### src/rtl/coeff_token_enc48.sv
// H.264 coeff_token encoder for the 4<=nC<8 table column, streamed out MSB first.
// Define COEFF_TOKEN_STATS_EN to add the BitCount output counting delivered bits.
module coeff_token_enc48 (
  input  logic        Clk,
  input  logic        nReset,
  input  logic        InValid,
  output logic        InReady,
  input  logic [4:0]  TotalCoeff,
  input  logic [1:0]  TrailingOnes,
  output logic        BitValid,
  input  logic        BitReady,
  output logic        Bit,
  output logic        LastBit,
  output logic        Err
`ifdef COEFF_TOKEN_STATS_EN
  ,
  output logic [15:0] BitCount
`endif
);

  typedef enum logic {IDLE, SHIFT} state_t;

  state_t     r_state;
  logic [9:0] r_shift;
  logic [3:0] r_cnt;
  logic       r_alive;
  logic       r_err;

  logic [3:0] w_len;
  logic [9:0] w_code;
  logic [9:0] w_aligned;
  logic       w_illegal;
  logic       w_accept;
  logic       w_load;
  logic       w_lastBit;

  // Codeword lookup: w_code holds the codeword right-aligned, w_len its length.
  always_comb begin
    w_len  = 4'd0;
    w_code = 10'd0;
    case ({TotalCoeff, TrailingOnes})
      {5'd0,  2'd0}: begin w_len = 4'd4;  w_code = 10'b1111;       end
      {5'd1,  2'd0}: begin w_len = 4'd6;  w_code = 10'b001111;     end
      {5'd1,  2'd1}: begin w_len = 4'd4;  w_code = 10'b1110;       end
      {5'd2,  2'd0}: begin w_len = 4'd6;  w_code = 10'b001011;     end
      {5'd2,  2'd1}: begin w_len = 4'd5;  w_code = 10'b01111;      end
      {5'd2,  2'd2}: begin w_len = 4'd4;  w_code = 10'b1101;       end
      {5'd3,  2'd0}: begin w_len = 4'd6;  w_code = 10'b001000;     end
      {5'd3,  2'd1}: begin w_len = 4'd5;  w_code = 10'b01100;      end
      {5'd3,  2'd2}: begin w_len = 4'd5;  w_code = 10'b01110;      end
      {5'd3,  2'd3}: begin w_len = 4'd4;  w_code = 10'b1100;       end
      {5'd4,  2'd0}: begin w_len = 4'd7;  w_code = 10'b0001111;    end
      {5'd4,  2'd1}: begin w_len = 4'd5;  w_code = 10'b01010;      end
      {5'd4,  2'd2}: begin w_len = 4'd5;  w_code = 10'b01011;      end
      {5'd4,  2'd3}: begin w_len = 4'd4;  w_code = 10'b1011;       end
      {5'd5,  2'd0}: begin w_len = 4'd7;  w_code = 10'b0001011;    end
      {5'd5,  2'd1}: begin w_len = 4'd5;  w_code = 10'b01000;      end
      {5'd5,  2'd2}: begin w_len = 4'd5;  w_code = 10'b01001;      end
      {5'd5,  2'd3}: begin w_len = 4'd4;  w_code = 10'b1010;       end
      {5'd6,  2'd0}: begin w_len = 4'd7;  w_code = 10'b0001001;    end
      {5'd6,  2'd1}: begin w_len = 4'd6;  w_code = 10'b001110;     end
      {5'd6,  2'd2}: begin w_len = 4'd6;  w_code = 10'b001101;     end
      {5'd6,  2'd3}: begin w_len = 4'd4;  w_code = 10'b1001;       end
      {5'd7,  2'd0}: begin w_len = 4'd7;  w_code = 10'b0001000;    end
      {5'd7,  2'd1}: begin w_len = 4'd6;  w_code = 10'b001010;     end
      {5'd7,  2'd2}: begin w_len = 4'd6;  w_code = 10'b001001;     end
      {5'd7,  2'd3}: begin w_len = 4'd4;  w_code = 10'b1000;       end
      {5'd8,  2'd0}: begin w_len = 4'd8;  w_code = 10'b00001111;   end
      {5'd8,  2'd1}: begin w_len = 4'd7;  w_code = 10'b0001110;    end
      {5'd8,  2'd2}: begin w_len = 4'd7;  w_code = 10'b0001101;    end
      {5'd8,  2'd3}: begin w_len = 4'd5;  w_code = 10'b01101;      end
      {5'd9,  2'd0}: begin w_len = 4'd8;  w_code = 10'b00001011;   end
      {5'd9,  2'd1}: begin w_len = 4'd8;  w_code = 10'b00001110;   end
      {5'd9,  2'd2}: begin w_len = 4'd7;  w_code = 10'b0001010;    end
      {5'd9,  2'd3}: begin w_len = 4'd6;  w_code = 10'b001100;     end
      {5'd10, 2'd0}: begin w_len = 4'd9;  w_code = 10'b000001111;  end
      {5'd10, 2'd1}: begin w_len = 4'd8;  w_code = 10'b00001010;   end
      {5'd10, 2'd2}: begin w_len = 4'd8;  w_code = 10'b00001101;   end
      {5'd10, 2'd3}: begin w_len = 4'd7;  w_code = 10'b0001100;    end
      {5'd11, 2'd0}: begin w_len = 4'd9;  w_code = 10'b000001011;  end
      {5'd11, 2'd1}: begin w_len = 4'd9;  w_code = 10'b000001110;  end
      {5'd11, 2'd2}: begin w_len = 4'd8;  w_code = 10'b00001001;   end
      {5'd11, 2'd3}: begin w_len = 4'd8;  w_code = 10'b00001100;   end
      {5'd12, 2'd0}: begin w_len = 4'd9;  w_code = 10'b000001000;  end
      {5'd12, 2'd1}: begin w_len = 4'd9;  w_code = 10'b000001010;  end
      {5'd12, 2'd2}: begin w_len = 4'd9;  w_code = 10'b000001101;  end
      {5'd12, 2'd3}: begin w_len = 4'd8;  w_code = 10'b00001000;   end
      {5'd13, 2'd0}: begin w_len = 4'd10; w_code = 10'b0000001101; end
      {5'd13, 2'd1}: begin w_len = 4'd9;  w_code = 10'b000000111;  end
      {5'd13, 2'd2}: begin w_len = 4'd9;  w_code = 10'b000001001;  end
      {5'd13, 2'd3}: begin w_len = 4'd9;  w_code = 10'b000001100;  end
      {5'd14, 2'd0}: begin w_len = 4'd10; w_code = 10'b0000001001; end
      {5'd14, 2'd1}: begin w_len = 4'd10; w_code = 10'b0000001100; end
      {5'd14, 2'd2}: begin w_len = 4'd10; w_code = 10'b0000001011; end
      {5'd14, 2'd3}: begin w_len = 4'd10; w_code = 10'b0000001010; end
      {5'd15, 2'd0}: begin w_len = 4'd10; w_code = 10'b0000000101; end
      {5'd15, 2'd1}: begin w_len = 4'd10; w_code = 10'b0000001000; end
      {5'd15, 2'd2}: begin w_len = 4'd10; w_code = 10'b0000000111; end
      {5'd15, 2'd3}: begin w_len = 4'd10; w_code = 10'b0000000110; end
      {5'd16, 2'd0}: begin w_len = 4'd10; w_code = 10'b0000000001; end
      {5'd16, 2'd1}: begin w_len = 4'd10; w_code = 10'b0000000100; end
      {5'd16, 2'd2}: begin w_len = 4'd10; w_code = 10'b0000000011; end
      {5'd16, 2'd3}: begin w_len = 4'd10; w_code = 10'b0000000010; end
      default: ;
    endcase
  end

  // TrailingOnes is only 2 bits wide, so the T1>3 case cannot occur.
  assign w_illegal = (TotalCoeff > 5'd16) || ({3'b000, TrailingOnes} > TotalCoeff);
  assign w_aligned = w_code << (4'd10 - w_len);

  assign w_lastBit = (r_state == SHIFT) && (r_cnt == 4'd1);
  assign InReady   = r_alive && ((r_state == IDLE) || (w_lastBit && BitReady));
  assign w_accept  = InValid && InReady;
  assign w_load    = w_accept && !w_illegal;

  assign BitValid  = (r_state == SHIFT);
  assign Bit       = r_shift[9];
  assign LastBit   = w_lastBit;
  assign Err       = r_err;

  // A load on the final consumed bit takes priority so the stream stays gap-free.
  always_ff @(posedge Clk or negedge nReset) begin
    if (!nReset) begin
      r_state <= IDLE;
      r_shift <= 10'd0;
      r_cnt   <= 4'd0;
      r_alive <= 1'b0;
      r_err   <= 1'b0;
    end else begin
      r_alive <= 1'b1;
      r_err   <= w_accept && w_illegal;
      if (w_load) begin
        r_shift <= w_aligned;
        r_cnt   <= w_len;
        r_state <= SHIFT;
      end else if ((r_state == SHIFT) && BitReady) begin
        r_shift <= {r_shift[8:0], 1'b0};
        r_cnt   <= r_cnt - 4'd1;
        if (r_cnt == 4'd1) begin
          r_state <= IDLE;
        end
      end
    end
  end

`ifdef COEFF_TOKEN_STATS_EN
  logic [15:0] r_bitCount;

  always_ff @(posedge Clk or negedge nReset) begin
    if (!nReset) begin
      r_bitCount <= 16'd0;
    end else if (BitValid && BitReady) begin
      r_bitCount <= r_bitCount + 16'd1;
    end
  end

  assign BitCount = r_bitCount;
`endif

endmodule

### config.mk
export PLATFORM = sky130hd
export DESIGN_NAME = coeff_token_enc48
export DESIGN_NICKNAME = d
export VERILOG_FILES = /design/src/rtl/coeff_token_enc48.sv
export SDC_FILE = /design/constraint.sdc
export NUM_CORES = 1
export LEC_CHECK = 0
export BUFFER_PORTS_ARGS = -buffer_cell sky130_fd_sc_hd__buf_4
export CAP_MARGIN = 0
export CORE_AREA = 2 2 68 64
export CTS_CLUSTER_DIAMETER = 50
export DETAILED_ROUTE_END_ITERATION = 16
export DIE_AREA = 0 0 70 66
export PLACE_DENSITY = 0.79
export SYNTH_ARGS = -nofsm -noshare
export SYNTH_HDL_FRONTEND = slang
export SYNTH_SLANG_ARGS = --single-unit
export TNS_END_PERCENT = 5
### constraint.sdc
create_clock -name Clk -period 2.05 [get_ports Clk]
set_input_delay 0.41 -clock Clk [delete_from_list [all_inputs] [get_ports Clk]]
set_output_delay 0.41 -clock Clk [all_outputs]
set_load 0.05 [all_outputs]
==> run metrics <==
status finished with violations; failing checks negative hold slack, negative setup slack; cell mode on critical path buf_6; number of max-cap violations 0; Worst Tran Pin Value 0.6233 ns; Layout area overhead 65.37%; Post-synth EDFFs 0; reg-to-reg startpoint r_cnt[1]; GRT overflow 0; Startpoint Class input pin; leakage power 1.497 nW; CP delay by family, top compound AO/OA/AOI/OAI gates; # rows 22; final worst path period need 2.571 ns; fin worst setup slack -0.5210 ns; Avg WL per Cell 25.26 um; critical path depth 12; P per Cell Area 691.9 mW/mm^2; design area 0.003412 sq mm; sequential area share after synthesis 20.62%; hpwl dp 5101 um; clk_lat worst skew 0.28 ns; Cell Count, Final, Fillers Out 414; Multi-input gate area 0.001828 sq mm; Crit path required time 2.21 ns; Starting Density 52.78%; area of the mapped netlist 0.002063 sq mm; via count 3,044; total track usage 32.10%; Synth top area share 20.62%; Core ar. 0.003909 sq mm; Post-synth top cells nor2_1, nand2_1, dfrtp_1; die width 70 um; reg2reg path depth 11; final setup skew 0.01567 ns; Netlist cell types 67; Async S/R FF share, synth 100.0%; # clock sinks 17; r2r setup slk -0.28 ns; Gate Count Post-Synth 272; net count after synthesis 288; Ys Warns 0; largest net degree at the start of global routing 18; DRC Markers 0; 1st-iter DRT viols 591; Max VDD drop 0.7105 mV; Fmax 389.0 MHz; dpl cells 387; CTS tree done; share of cells above drive strength 1 50.00%; min-delay worst type input pin to asynchronous set/reset pin; Worst Setup End Kind flop; antenna violations before repair 0; Antenna Violating Nets Remaining 0; top area cells in the synthesized netlist dfrtp_1, nor2_1, nand2_1; Critical Path Max Stage Delay 0.34 ns; cell chain of the critical path buf_6 -> buf_6 -> inv_1 -> buf_4 -> o211ai_1 -> a21oi_1 -> nor4_1 -> buf_4 -> a211oi_4 -> buf_6 -> o22ai_1 -> a21oi_1; CP max FO 12; Slew HR 58.35%; drt pass-1 iters 7; fin crit share 125.4%; Worst-path clk slew 0.08 ns; hold slack -0.02016 ns; final setup violation count 10; register area 425.4 sq um; Ports 16; Num CTS Buffers 3; count of pins over their slew limit 0; Final Util 87.29%; Die Area 0.004620 sq mm; critical setup path kind input pin to flop; vias in the first global route 2,455; total power 2.361 mW; htree depth 1; CTS Buffer Depth 2; Avg Inst Size Synth 7.585 sq um; RSZ-0062 raised after global routing yes; worst path buffer plus inverter count 6; flops & latches, synth 17; Post-Route WL 10,460 um; RePlAce Congestion 1.004; R2R Path End r_shift[2]; Place WS -0.6570 ns; CTS Root Cell clkbuf_8; critical path's slowest cell a21oi_1; TNS Setup -3.703 ns; area post-placement 0.002813 sq mm; Inserted Diodes 0; final hold vios 10; cts hold-fix bufs 0; Most used DFF post-synth dfrtp_1; Die Height 66 um; crit path DAT 2.73 ns; # fillers 150; Layout Nets 383; area leader, netlist dfrtp_1; port bufs 15; Via density 7.353; global-route wire length before repair 11,700 um; count leader, synth nor2_1
[metal layers]
layer / vias up / global-route usage [%] / part of all wire [%]
li1: 1210 / - / -
met1: 1407 / 42.80 / 36
met2: 322 / 53.81 / 42
met3: 105 / 5.793 / 14
met4: 0 / 8.654 / 7.5
met5: - / 0 / 0
[flip-flops by register name, summed over array words and instances, names as in the netlist]
| signal | cells |
|---|---|
| r_shift | 10 |
| r_cnt | 4 |
| Err | 1 |
| r_alive | 1 |
| BitValid | 1 |
[power by group]
group | switching [mW] | total, mW | internal, mW
Sequential | 0.138 | 0.613 | 0.475
Clock | 0.140 | 0.276 | 0.136
Combinational | 0.843 | 1.47 | 0.629
Total | 1.12 | 2.36 | 1.24
[worst register-to-register path: cells and delay by family, from the launching register on]
family | cells | cell delay [ns]
buffers and inverters | 3 | 0.38
AND/OR/NAND/NOR | 5 | 0.85
AO/OA/AOI/OAI | 2 | 0.40
flip-flops | 1 | 0.42
adder cells (fa/ha/maj) | 1 | 0.17
[cells in the final DEF (no fill, tap or decap), types with 7 or more instances in the layout]
master,n
buf_4,89
nor2_1,22
nand2_1,21
dfrtp_1,17
buf_6,16
nor2b_1,11
nand3_1,9
o21ai_0,8
o211ai_1,8
inv_1,7
a21oi_1,7
[worst max-delay path by stage]
stage,endpoint,slack [ns],from
finish,r_shift[2],-0.52,TrailingOnes[1]
global route,r_shift[2],-0.53,TotalCoeff[1]
CTS,r_shift[1],-0.25,TrailingOnes[0]
detailed placement,r_shift[1],-0.66,TotalCoeff[1]
global placement,r_shift[1],-0.56,TotalCoeff[1]
floorplan,r_shift[6],-0.35,TotalCoeff[2]
[repair_timing]
item,CTS,global route
resized for setup,28,55
pin swaps,19,28
buffers inserted,7,16
setup endpoints to repair,11,12
[final cells by class]
class	count	share of cell area (%)
Clock inverter	1	0.1467
Clock buffer	3	1.210
Multi-Input combinational cell	220	53.58
Inverter	11	1.430
Tap cell	48	1.760
Timing Repair Buffer	114	29.41
Sequential cell	17	12.47
[logic make-up (layout without fill, tap and decap cells)]
group	count (synthesis)	in the layout	synth area share, %
AND/OR/NAND/NOR	125	125	35.05
AO/OA/AOI/OAI	77	77	27.35
buffers and inverters	35	129	7.763
flip-flops	17	17	20.62
adder cells (fa/ha/maj)	6	6	3.517
XOR/XNOR	6	6	2.911
multiplexers	5	5	2.608
other	1	1	0.1818
(Power assumes the default switching activity.)
